File: config.mk
export PLATFORM = sky130hd
export DESIGN_NAME = seq_shift_add_mult
export DESIGN_NICKNAME = d
export VERILOG_FILES = /design/src/rtl/seq_shift_add_mult.sv
export SDC_FILE = /design/constraint.sdc
export NUM_CORES = 1
export LEC_CHECK = 0
export CORE_MARGIN = 8
export CORE_UTILIZATION = 53
export CTS_CLUSTER_DIAMETER = 150
export DETAILED_ROUTE_END_ITERATION = 16
export PLACE_DENSITY_LB_ADDON = 0.05
export SYNTH_ARGS = -nofsm -noshare
export SYNTH_HDL_FRONTEND = slang
export SYNTH_SLANG_ARGS = --single-unit
File: constraint.sdc
create_clock -name CLK -period 3.9 [get_ports CLK]
set_input_delay 1.17 -clock CLK [delete_from_list [all_inputs] [get_ports CLK]]
set_output_delay 1.17 -clock CLK [all_outputs]
set_load 0.01 [all_outputs]
File: src/rtl/seq_shift_add_mult.sv
// Sequential 32x32 -> 64-bit shift-add multiplier, one multiplier bit per clock.
// Accumulate stage is a 32-bit Brent-Kung adder (bkadder, defined below).
// Optional build macro: SIGNED_MULT_EN selects two's-complement operands and a
// signed 64-bit product; when undefined the multiplier is unsigned only.

module bkadder (
  input  logic [31:0] A,
  input  logic [31:0] B,
  input  logic        CIN,
  output logic [31:0] SUM,
  output logic        COUT
);

  logic [31:0] prop;
  logic [31:0] grp_g;
  logic [31:0] grp_p;
  logic [32:0] carry;

  // Brent-Kung prefix tree: up-sweep builds power-of-two spans, down-sweep fills the rest.
  always_comb begin
    prop     = A ^ B;
    grp_g    = A & B;
    grp_p    = prop;
    grp_g[0] = grp_g[0] | (prop[0] & CIN);
    for (int lvl = 0; lvl < 5; lvl++) begin
      for (int i = (2 << lvl) - 1; i < 32; i += (2 << lvl)) begin
        grp_g[i] = grp_g[i] | (grp_p[i] & grp_g[i - (1 << lvl)]);
        grp_p[i] = grp_p[i] & grp_p[i - (1 << lvl)];
      end
    end
    for (int lvl = 3; lvl >= 0; lvl--) begin
      for (int i = (3 << lvl) - 1; i < 32; i += (2 << lvl)) begin
        grp_g[i] = grp_g[i] | (grp_p[i] & grp_g[i - (1 << lvl)]);
        grp_p[i] = grp_p[i] & grp_p[i - (1 << lvl)];
      end
    end
    // grp_g[i] is the carry out of bit i
    carry = {grp_g, CIN};
    SUM   = prop ^ carry[31:0];
    COUT  = carry[32];
  end

endmodule

module seq_shift_add_mult #(
  parameter int unsigned WIDTH = 32,
  parameter int unsigned CNT_W = 5
) (
  input  logic                 CLK,
  input  logic                 RST,
  input  logic                 IN_VALID,
  output logic                 IN_READY,
  input  logic [WIDTH-1:0]     A,
  input  logic [WIDTH-1:0]     B,
  output logic                 OUT_VALID,
  input  logic                 OUT_READY,
  output logic [2*WIDTH-1:0]   PRODUCT,
  output logic                 BUSY
);

  localparam logic [1:0] IDLE = 2'd0;
  localparam logic [1:0] ITER = 2'd1;
  localparam logic [1:0] DONE = 2'd2;

  localparam logic [CNT_W-1:0] CNT_LAST = CNT_W'(WIDTH - 1);

  logic [1:0]         state_q, state_d;
  logic [WIDTH-1:0]   mcand_q, mcand_d;
  logic [WIDTH-1:0]   hi_q, hi_d;
  logic [WIDTH-1:0]   lo_q, lo_d;
  logic [CNT_W-1:0]   cnt_q, cnt_d;
  logic [2*WIDTH-1:0] product_q, product_d;

  logic [WIDTH-1:0]   add_op;
  logic               add_cin;
  logic [WIDTH-1:0]   add_sum;
  logic               add_cout;
  logic               top;
  logic [WIDTH-1:0]   shift_hi;
  logic [WIDTH-1:0]   shift_lo;
  logic               last_iter;

  assign last_iter = (cnt_q == CNT_LAST);

`ifdef SIGNED_MULT_EN
  logic sub_step;

  // Final multiplier bit carries negative weight, so that step subtracts MCAND.
  always_comb begin
    sub_step = lo_q[0] & last_iter;
    add_op   = '0;
    if (lo_q[0]) begin
      add_op = sub_step ? ~mcand_q : mcand_q;
    end
    add_cin = sub_step;
    // Sign bit of the 33-bit sign-extended sum
    top     = hi_q[WIDTH-1] ^ add_op[WIDTH-1] ^ add_cout;
  end
`else
  // Unsigned accumulate: carry out becomes the new accumulator MSB.
  always_comb begin
    add_op  = lo_q[0] ? mcand_q : '0;
    add_cin = 1'b0;
    top     = add_cout;
  end
`endif

  bkadder u_bkadder (
    .A    (hi_q),
    .B    (add_op),
    .CIN  (add_cin),
    .SUM  (add_sum),
    .COUT (add_cout)
  );

  assign shift_hi = {top, add_sum[WIDTH-1:1]};
  assign shift_lo = {add_sum[0], lo_q[WIDTH-1:1]};

  // Next-state: capture in IDLE, shift-add in ITER, hold result in DONE.
  always_comb begin
    state_d   = state_q;
    mcand_d   = mcand_q;
    hi_d      = hi_q;
    lo_d      = lo_q;
    cnt_d     = cnt_q;
    product_d = product_q;
    case (state_q)
      IDLE: begin
        if (IN_VALID) begin
          mcand_d = A;
          lo_d    = B;
          hi_d    = '0;
          cnt_d   = '0;
          state_d = ITER;
        end
      end
      ITER: begin
        hi_d  = shift_hi;
        lo_d  = shift_lo;
        cnt_d = cnt_q + CNT_W'(1);
        if (last_iter) begin
          product_d = {shift_hi, shift_lo};
          state_d   = DONE;
        end
      end
      DONE: begin
        if (OUT_READY) begin
          state_d = IDLE;
        end
      end
      default: state_d = IDLE;
    endcase
  end

  // State registers with synchronous reset; reset aborts any operation in flight.
  always_ff @(posedge CLK) begin
    if (RST) begin
      state_q   <= IDLE;
      mcand_q   <= '0;
      hi_q      <= '0;
      lo_q      <= '0;
      cnt_q     <= '0;
      product_q <= '0;
    end else begin
      state_q   <= state_d;
      mcand_q   <= mcand_d;
      hi_q      <= hi_d;
      lo_q      <= lo_d;
      cnt_q     <= cnt_d;
      product_q <= product_d;
    end
  end

  // Handshake and status outputs decode directly from the state register.
  always_comb begin
    IN_READY  = (state_q == IDLE);
    BUSY      = (state_q == ITER);
    OUT_VALID = (state_q == DONE);
    PRODUCT   = product_q;
  end

endmodule

After elaboration in Yosys (flattened, before gate mapping):

Index checks and enable logic that the tools add are counted.

* register bits: 167
* bits of input ports: 68
* output and inout port bits: 67

* reduce and logical (&&, ||, !) cells: 6
* eq/ne operators: 6
* bitwise logic cells: 143
* add/subtract/negate cells: 1
* mux-type cells: 11

Operators with widths (count)
* one-hot mux 32 bit (2 select lines): 2
* 2-to-1 mux 32 bit: 3
* AND 1 bit: 83
* bitwise XOR 32 bit: 2
* bitwise OR 1 bit: 57
* AND 32 bit: 1
* one-hot mux 5 bit (2 select lines): 1
* 2-to-1 mux 2 bit: 3
* one-hot mux 2 bit (3 select lines): 1
* AND reduction 2 bit: 3
* adder 5 x 1 -> 5 bit, second input constant: 1
* == test 5 bit, second input constant: 1
* 2-to-1 mux 5 bit: 1
* inequality test 2 x 1 -> 1 bit, second input constant: 2
* AND reduction 3 bit: 1
* == test 2 x 1 -> 1 bit, second input constant: 1
* == test 2 bit, second input constant: 1
* zero test 2 bit: 1
* inequality test 2 bit, second input constant: 1
* nonzero test 2 bit: 1

Longest topological paths before layout:

Gate-level depths: netlist of run 1.

* word-level depth: 20
* depth in mapped cells: 16

Hierarchy:

Synthesis of run 1 repeated with hierarchy kept, for this count alone.

* cell total of the unflattened synthesis: 982
* area total of the unflattened synthesis: 7857.5 sq um

Modules (own cells, without submodules)
* seq_shift_add_mult: times used 1, cells an instance 813, area an instance 6408.6 sq um
* bkadder: times used 1, cells an instance 169, area an instance 1448.9 sq um

Worst setup path after synthesis of run 1:

No wires, ideal clock.

* kind: register to register
* from: register lo_q[0]
* to: register hi_q[21]
* setup slack: 0.524 ns
* clock period less this slack: 3.376 ns
* data arrival time: 3.249 ns
* required time: 3.772 ns
* stages on the path, launching flop included: 16
* cells stage by stage: dfxtp_1 clkbuf_1 and2_1 ha_1 inv_1 fa_1 nand2b_1 a21oi_1 o2111ai_2 o31ai_1 nor2b_1 o41ai_1 fa_1 nor2_1 a31oi_1 nor2_1

* cells in the longest elaborated chain, start to end: 16
* elaborated cells on any way between the ends: 62
* those cells by class: mux (2); bitwise (60)

RTL lines
* start: declaration: line 70 `logic [WIDTH-1:0] lo_q, lo_d;`
* start signal: assignment: line 168 `lo_q <= lo_d;`
* 2-to-1 mux 32 bit (*): line 102 `add_op = lo_q[0] ? mcand_q : '0;`
* bitwise XOR 32 bit / AND 32 bit (equally long branches): line 21, 22
* AND 1 bit: line 27 `grp_g[i] = grp_g[i] | (grp_p[i] & grp_g[i - (1 << lvl)]);`
* bitwise OR 1 bit: line 27
* AND 1 bit: line 27
* bitwise OR 1 bit: line 27
* AND 1 bit: line 27
* bitwise OR 1 bit: line 27
* AND 1 bit: line 27
* bitwise OR 1 bit: line 27
* AND 1 bit: line 33 `grp_g[i] = grp_g[i] | (grp_p[i] & grp_g[i - (1 << lvl)]);`
* bitwise OR 1 bit: line 33
* AND 1 bit: line 33
* bitwise OR 1 bit: line 33
* bitwise XOR 32 bit (*): line 39 `SUM = prop ^ carry[31:0];`
* one-hot mux 32 bit (2 select lines) (*): line 127 `case (state_q)`
* end signal: assignment: line 167 `hi_q <= hi_d;`
* end: declaration: line 69 `logic [WIDTH-1:0] hi_q, hi_d;`

Mark *: on every way between the ends. The rest lies on a longest branch, timed or not.
A chain may end at the register's enable or synchronous reset.

Worst setup path after layout of run 1:

Ends and elaborated chain as after synthesis.

==> results of run 1 <==
## cells by family after synthesis
| kind of cell | share of synthesized area, % |
|---|---|
| buffers and inverters | 4.96 |
| adders and majority gates | 9.56 |
| AOI/OAI and AO/OA | 17.1 |
| DFF | 43.6 |
| and+or+nand+nor | 23.1 |
| xor gates and xnor gates | 1.71 |
## cell usage after synthesis, types with 2 or more instances
cell,n
nand2_1,265
dfxtp_1,167
a21oi_1,118
nor2_1,94
clkbuf_1,42
ha_1,33
a311oi_1,32
inv_1,27
and2_1,23
a211oi_1,20
nand3_1,19
a31oi_1,16
fa_1,16
xnor2_1,15
buf_1,13
buf_2,13
nand2b_1,6
nor3_1,6
o21ai_0,6
nor2b_1,5
nand4_1,4
o21a_1,4
inv_2,2
## cell usage in the layout, fill, tap and decap left out, types with 5 or more instances in the layout
| cell | Yosys | routed |
|---|---|---|
| a211oi_1 | 20 | 20 |
| xnor2_1 | 15 | 15 |
| and2_1 | 23 | 21 |
| a31oi_1 | 16 | 16 |
| buf_4 | 0 | 13 |
| nor2_1 | 94 | 94 |
| o21ai_0 | 6 | 6 |
| ha_1 | 33 | 33 |
| clkbuf_16 | 0 | 17 |
| fa_1 | 16 | 16 |
| nand2_1 | 265 | 263 |
| nand3_1 | 19 | 19 |
| nor2b_1 | 5 | 5 |
| a21oi_1 | 118 | 118 |
| nand2b_1 | 6 | 5 |
| clkdlybuf4s50_1 | 0 | 133 |
| a311oi_1 | 32 | 32 |
| inv_1 | 27 | 27 |
| dfxtp_1 | 167 | 167 |
| nor3_1 | 6 | 6 |
## layout make-up
class	count	area, um2	share of cell area (%)
multi-input combinational	701	3960	40.8
sequential	167	3340	34.5
timing repair buffer	148	1470	15.1
clock buffer	19	443	4.56
tap	184	230	2.37
clock inverter	13	146	1.51
inverter	29	109	1.12
## metrics by stage
stage,std cells,utilization (%)
6_report,1261,67.8
5_1_grt,1261,67.8
4_1_cts,1261,67.8
3_5_place_dp,1229,63.7
3_3_place_gp,1229,63.7
2_1_floorplan,965,-
## worst reg2reg max path: stages (launching register included)
cell and delay, ns:
dfxtp_1 0.32, buf_4 0.25, nand2_1 0.11, fa_1 0.41, nand2b_1 0.18, a21oi_1 0.20, o2111ai_2 0.23, o31ai_1 0.48
nor2b_1 0.23, o41ai_1 0.12, fa_1 0.55, nor2_1 0.05, a31oi_1 0.16, nor2_1 0.05
## flip-flops by register name, indices dropped and copies added (netlist names)
signal / count
PRODUCT: 64
cnt_q: 5
hi_q: 32
lo_q: 32
mcand_q: 32
state_q: 2
## metal layers
metal / global-route usage, % / vias to the layer above
li1: - / 3430
met1: 27.0 / 3095
met2: 33.3 / 150
met3: 4.62 / 25
met4: 7.32 / 2
met5: 0 / -
## worst paths after layout
kind,start,to,slack (ns),cells past startpoint
max,lo_q[0],hi_q[21],0.44,13
min,PRODUCT[28],PRODUCT[28],0.45,2
max reg2reg,lo_q[0],hi_q[21],0.44,13
min reg2reg,PRODUCT[28],PRODUCT[28],0.45,2
## where the power goes
| part | switching, uW | internal [uW] | leakage (uW) |
|---|---|---|---|
| clock | 699 | 967 | 0.000284 |
| combinational | 200 | 143 | 0.00198 |
| sequential | 40.3 | 1770 | 0.00136 |
==> impl_metrics.json, run 1 <==
{
  "antenna_found_initial": 1,
  "dp_hpwl_um": 12800,
  "setup_viol": 0,
  "wirelength_um": 19000,
  "max_stage_delay_ns": 0.55,
  "routedWlPerCell_um": 15.1,
  "slowest_stage": "fa_1",
  "design.die.area_mm2": 0.0186,
  "viasPerCell": 5.31,
  "dp_slack_ns": 0.420,
  "min_period_ns": 3.46,
  "cts_tree": "yes",
  "synth_area_mm2": 0.00767,
  "whs_ns": 0.452,
  "wl_met2_um": 8840,
  "path_cells": "buf_4 -> nand2_1 -> fa_1 -> nand2b_1 -> a21oi_1 -> o2111ai_2 -> o31ai_1 -> nor2b_1 -> o41ai_1 -> fa_1 -> nor2_1 -> a31oi_1 -> nor2_1",
  "postCtsHoldBufs": 0,
  "ys_async_sr_fraction_pct": 0,
  "fin_tns_setup_ns": 0,
  "place_area_mm2": 0.00911,
  "nets": 1181,
  "synth_top_area_share_pct": 43.6,
  "numCtsBuffers": 17,
  "grt_pass1_vias": 6394,
  "cap_violations": 0,
  "post-route-period-util_pct": 88.7,
  "nFillCells": 1285,
  "status": "finished, final reports clean",
  "start_kind": "register",
  "ios": 135,
  "cts-htree-levels": 4,
  "grt_pass1_wl_um": 31400,
  "required_ns": 4.20,
  "highest_layer": "met5",
  "synth_edf_count": 0,
  "rows": 44,
  "cts_num_sinks": 167,
  "syn_nets": 1082,
  "finalPower_uw": 3810,
  "hold_viol": 0,
  "power_density_mw_per_mm2": 393,
  "grt_max_degree": 93,
  "synthTopCellsByArea": "dfxtp_1, nand2_1, a21oi_1",
  "ctsRootBufferMaster": "clkbuf_16",
  "yosysSeqAreaShare_pct": 43.6,
  "dieWidth_um": 136,
  "synth_cell_types": 42,
  "hp-class": "reg2reg",
  "cts_setup_buffers": 0,
  "start_util_pct": 53.6,
  "relSlewSlack_pct": 32.0,
  "drt-pass1-iter-count": 5,
  "cellLeakagePower_uw": 0.00362,
  "layout-drive-gt1-share_pct": 5.66,
  "track_usage_pct": 20.8,
  "areaGrowthSynthToFinish_pct": 26.6,
  "ys_ff_latch": 167,
  "cts_resized": 0,
  "path_max_fanout": 25,
  "num_vias": 6702,
  "yosys_warnings": 0,
  "skew_ns": 0.0112,
  "diodes": 0,
  "clkLatencyLatePin_ns": 0.43,
  "grt_overflow": 0,
  "cp.arrival_ns": 3.76,
  "synth_flop_cell": "dfxtp_1",
  "fin_ws_ns": 0.439,
  "grt_setup_unrepaired": "no",
  "first_iter_violations": 356,
  "cp-end-kind": "register",
  "gp_congestion": 0.822,
  "peakVddDrop_uv": 307,
  "critPathKind": "reg2reg",
  "clock_path_buffers": 2,
  "clk_pin_slew_worst_paths_ns": 0.07,
  "wl_met1_um": 8920,
  "wl_met3_um": 930,
  "synthCells": 965,
  "yosysTopAreaCell": "dfxtp_1",
  "finalMaxSlewViolations": 0,
  "core_mm2": 0.0143,
  "io_buffer_count": 134,
  "drc": 0,
  "fmax_ghz": 0.289,
  "avgSynthCellArea_um2": 7.95,
  "crit_buf_inv": 1,
  "die_h_um": 136,
  "postRouteAntennaNets": 0,
  "worst_pin_slew_ns": 1.02,
  "path_delay_family": "compound AO/OA/AOI/OAI gates",
  "design_area_mm2": 0.00970
}
Power figures use the tool's default switching activity.
==> run 2: changes to the inputs <==
--- a/config.mk
+++ b/config.mk
@@ -8,3 +8,3 @@
 export CORE_MARGIN = 8
-export CORE_UTILIZATION = 53
+export CORE_UTILIZATION = 55
 export CTS_CLUSTER_DIAMETER = 150
==> constraint.sdc (replaced) <==
create_clock -name CLK -period 4.5 [get_ports CLK]
set_input_delay 0.9 -clock CLK [delete_from_list [all_inputs] [get_ports CLK]]
set_output_delay 0.9 -clock CLK [all_outputs]
set_load 0.01 [all_outputs]
==> impl_metrics.json, run 2 (synthesized netlist as in run 1, its figures left out) <==
{
  "max_stage_delay_ns": 0.52,
  "drt-pass1-iter-count": 5,
  "placed_cells": 1220,
  "critPathKind": "reg2reg",
  "postRouteAntennaNets": 0,
  "cts-htree-levels": 4,
  "postCtsHoldBufs": 0,
  "cts_setup_buffers": 0,
  "path_cells": "and2_1 -> ha_1 -> inv_1 -> fa_1 -> nand2b_1 -> a21oi_1 -> o2111ai_2 -> o31ai_1 -> nor2b_1 -> o41ai_1 -> fa_1 -> xnor2_1 -> nand2_1 -> a21oi_1",
  "design.die.area_mm2": 0.0180,
  "die_h_um": 134,
  "fin_tns_setup_ns": 0,
  "areaGrowthSynthToFinish_pct": 25.2,
  "worst_pin_slew_ns": 1.11,
  "cap_violations": 0,
  "ios": 135,
  "rows": 43,
  "grt_setup_unrepaired": "no",
  "use_met3_pct": 5.20,
  "place_area_mm2": 0.00905,
  "track_usage_pct": 21.6,
  "viasPerCell": 5.38,
  "hold_viol": 0,
  "clkLatencyLatePin_ns": 0.43,
  "fmax_ghz": 0.272,
  "status": "finished, final reports clean",
  "final_common_cell": "nand2_1",
  "io_buffer_count": 134,
  "dieWidth_um": 134,
  "use_met2_pct": 35.3,
  "wirelength_um": 18800,
  "start_util_pct": 55.7,
  "diodes": 0,
  "setup_viol": 0,
  "first_iter_violations": 407,
  "clk_pin_slew_worst_paths_ns": 0.06,
  "finalMaxSlewViolations": 0,
  "hp-class": "reg2reg",
  "dp_hpwl_um": 12500,
  "top_usage_layer": "met2",
  "antenna_found_initial": 0,
  "grt_max_degree": 95,
  "skew_ns": 0.00678,
  "cts_resized": 0,
  "slowest_stage": "o31ai_1",
  "ctsRootBufferMaster": "clkbuf_16",
  "crit_buf_inv": 1,
  "min_period_ns": 3.67,
  "grt_pass1_vias": 6525,
  "num_vias": 6731,
  "required_ns": 4.84,
  "cts_num_sinks": 167,
  "cp.arrival_ns": 4.02,
  "cp-end-kind": "register",
  "relSlewSlack_pct": 25.7,
  "peakVddDrop_uv": 283,
  "routedWlPerCell_um": 15.1,
  "drc": 0,
  "cts_tree": "yes",
  "core_mm2": 0.0138,
  "grt_overflow": 0,
  "numCtsBuffers": 17,
  "path_max_fanout": 10,
  "nets": 1176,
  "grt_pass1_wl_um": 31700,
  "gp_congestion": 0.827,
  "post-route-period-util_pct": 81.6,
  "design_area_mm2": 0.00960,
  "fin_cells": 1251,
  "path_delay_family": "compound AO/OA/AOI/OAI gates",
  "cellLeakagePower_uw": 0.00357,
  "power_density_mw_per_mm2": 335,
  "start_kind": "register",
  "clock_path_buffers": 2,
  "layout_common_cells": "nand2_1, dfxtp_1, clkdlybuf4s50_1",
  "use_met1_pct": 27.3,
  "largest_reg_flops": 64,
  "layout-drive-gt1-share_pct": 4.95
}
[run 2: worst min-delay path, stage by stage, from the launching register on]
cell	delay (ns)
dfxtp_1	0.30
nand2_1	0.05
a21oi_1	0.05
[run 2: area by class of cell]
type	count	area (um2)
Fill cell	1199	4170
Multi-Input combinational cell	701	3960
Sequential cell	167	3340
Timing Repair Buffer	143	1410
Clock buffer	23	478
Tap cell	180	225
Inverter	29	109
Clock inverter	8	73.8
[run 2: final timing paths]
path | end | slack, ns | depth (start not counted) | startpoint
setup reg to reg | hi_q[22] | 0.83 | 14 | lo_q[0]
setup / recovery | hi_q[22] | 0.83 | 14 | lo_q[0]
hold / removal | PRODUCT[4] | 0.45 | 2 | PRODUCT[4]
hold reg to reg | PRODUCT[4] | 0.45 | 2 | PRODUCT[4]
[run 2: metal layers]
layer / part of all wire (%) / wire length, um / vias to the layer above
met5: 0 / 0 / -
met4: 1.9 / 363 / 0
met3: 4.1 / 780 / 26
met2: 48 / 9020 / 142
met1: 46 / 8670 / 3145
li1: - / - / 3418
[run 2: metrics by stage]
step,worst slack [ns],utilization [%],total power [uW],hold WS (ns)
finish,0.828,69.7,3220,0.452
global placement,0.885,65.7,1880,0.441
detailed placement,0.828,65.7,1880,0.444
floorplan,1.12,-,1770,0.429
global route,0.484,69.7,3340,0.466
CTS,0.816,69.7,3240,0.452
[run 2: power breakdown]
part | internal [uW] | switching [uW] | leakage [uW]
combinational | 118 | 167 | 0.00195
clock | 798 | 565 | 0.000269
sequential | 1530 | 38.6 | 0.00136
total | 2450 | 771 | 0.00357
==> run 3: changes to the inputs <==
- CORE_UTILIZATION: 55 -> 48
- clock period: 4.5 -> 3.2 ns (I/O delays scaled with it)
==> impl_metrics.json, run 3 (synthesized netlist as in run 1, its figures left out) <==
{
  "nets": 1211,
  "gp_congestion": 0.807,
  "areaGrowthSynthToFinish_pct": 33.7,
  "drt-pass1-iter-count": 5,
  "ios": 135,
  "layout-drive-gt1-share_pct": 11.4,
  "cp-end-kind": "register",
  "grt_max_degree": 73,
  "drc": 0,
  "wl_met3_um": 939,
  "multiInputGateArea_mm2": 0.00422,
  "start_util_pct": 48.6,
  "postCtsHoldBufs": 0,
  "clkPwrFrac_pct": 43.4,
  "num_vias": 6818,
  "min_period_ns": 3.14,
  "clkLatencyLatePin_ns": 0.42,
  "path_cells": "and2_4 -> ha_4 -> inv_2 -> fa_2 -> nand2b_4 -> a21oi_4 -> o2111ai_4 -> o41ai_4 -> nor3b_4 -> o21ba_4 -> fa_2 -> nor2_1 -> a31oi_1 -> nor2_1",
  "first_iter_violations": 374,
  "antenna_found_initial": 0,
  "p_sw_uw": 1160,
  "numCtsBuffers": 17,
  "grt_setup_unrepaired": "yes",
  "rows": 46,
  "dp_slack_ns": -0.125,
  "cap_violations": 0,
  "routedWlPerCell_um": 14.9,
  "core_mm2": 0.0158,
  "post-route-period-util_pct": 98.2,
  "crit_buf_inv": 1,
  "fin_util_pct": 65.0,
  "required_ns": 3.49,
  "setup_viol": 0,
  "finalMaxSlewViolations": 0,
  "max_stage_delay_ns": 0.56,
  "die_h_um": 142,
  "clock_path_buffers": 2,
  "highest_layer": "met4",
  "design.die.area_mm2": 0.0203,
  "wl_met2_um": 9360,
  "diodes": 0,
  "critPathKind": "reg2reg",
  "power_frac_seq_pct": 47.1,
  "nFillCells": 1441,
  "start_kind": "register",
  "grt_pass1_wl_um": 31400,
  "track_usage_pct": 19.0,
  "postRouteAntennaNets": 0,
  "status": "finished, final reports clean",
  "wirelength_um": 19700,
  "ctsRootBufferMaster": "clkbuf_16",
  "worst_pin_slew_ns": 0.695,
  "final_common_cell": "nand2_1",
  "grt_overflow": 0,
  "cts-htree-levels": 4,
  "power_density_mw_per_mm2": 456,
  "grt_pass1_vias": 6369,
  "clk_pin_slew_worst_paths_ns": 0.06,
  "dieWidth_um": 142,
  "hold_viol": 0,
  "hp-class": "reg2reg",
  "comb_power_share_pct": 9.4,
  "viasPerCell": 5.15,
  "peakVddDrop_uv": 384,
  "internal_power_uw": 3520,
  "layout_common_cells": "nand2_1, dfxtp_1, clkdlybuf4s50_1",
  "fin_ws_ns": 0.0569,
  "cp.arrival_ns": 3.44,
  "register_area_mm2": 0.00335,
  "fin_tns_setup_ns": 0,
  "fmax_ghz": 0.318,
  "largest_reg_flops": 64,
  "slowest_stage": "fa_2",
  "netSwitchingFraction_pct": 24.7,
  "cellLeakagePower_uw": 0.00381,
  "path_delay_family": "compound AO/OA/AOI/OAI gates",
  "cts_tree": "yes",
  "cts_num_sinks": 167,
  "wl_met1_um": 9140,
  "io_buffer_count": 134,
  "skew_ns": 0.00772,
  "dp_hpwl_um": 13200,
  "relSlewSlack_pct": 53.6,
  "path_max_fanout": 4
}
==> run 3: cell types whose count changed in the layout (fill, tap and decap cells not counted), sizes merged <==
cell,change
clkbuf,-4
clkinv,+2
inv,+2
bufinv,+1
buf,+35
==> run 3: worst paths after layout <==
kind | to | cells after the start | from | slack (ns)
min | mcand_q[29] | 2 | mcand_q[29] | 0.45
max reg2reg | hi_q[27] | 14 | lo_q[0] | 0.06
max | hi_q[27] | 14 | lo_q[0] | 0.06
min reg2reg | mcand_q[29] | 2 | mcand_q[29] | 0.45
==> run 3: routing by layer <==
metal	vias up	global-route usage, %
li1	3496	-
met1	3153	24.8
met2	155	30.6
met3	14	4.60
met4	0	5.65
met5	-	0
==> run 3: power by group through the flow <==
| stage | clock (uW) | combinational, uW | sequential [uW] |
|---|---|---|---|
| 2_1_floorplan | 0 | 256 | 2230 |
| 3_3_place_gp | 0 | 427 | 2250 |
| 3_5_place_dp | 0 | 430 | 2250 |
| 4_1_cts | 2090 | 435 | 2200 |
| 5_1_grt | 2180 | 490 | 2210 |
| 6_report | 2030 | 442 | 2200 |
==> run 3: final cells by class <==
type                            count  share of cell area (%)
Sequential cell                   167                    32.7
Multi-Input combinational cell    701                    41.2
Clock inverter                     13                    1.43
Tap cell                          216                    2.64
Clock buffer                       19                    4.32
Timing Repair Buffer              178                    16.7
Inverter                           29                    1.06
==> run 3: through the flow <==
stage | instances | power, uW | hold WS, ns | instance area (um2)
4_1_cts | 1320 | 4720 | 0.454 | 10000
3_5_place_dp | 1287 | 2680 | 0.446 | 9380
5_1_grt | 1323 | 4880 | 0.473 | 10200
6_report | 1323 | 4680 | 0.451 | 10200
2_1_floorplan | 965 | 2490 | 0.429 | 7700
3_3_place_gp | 1287 | 2670 | 0.438 | 9380
==> run 3: repair_timing <==
action / in CTS / in global routing
setup buffers: 1 / 3
pin swaps: 4 / 15
resized for setup: 6 / 39
endpoints found under the hold margin: 0 / 0
cloned: 0 / 0
endpoints found under the setup margin: 9 / 24
==> run 3: tightest hold or removal path, cell delays in order (launching register included) <==
cell and delay (ns):
dfxtp_1 0.31, nand2_1 0.05, a21oi_1 0.05
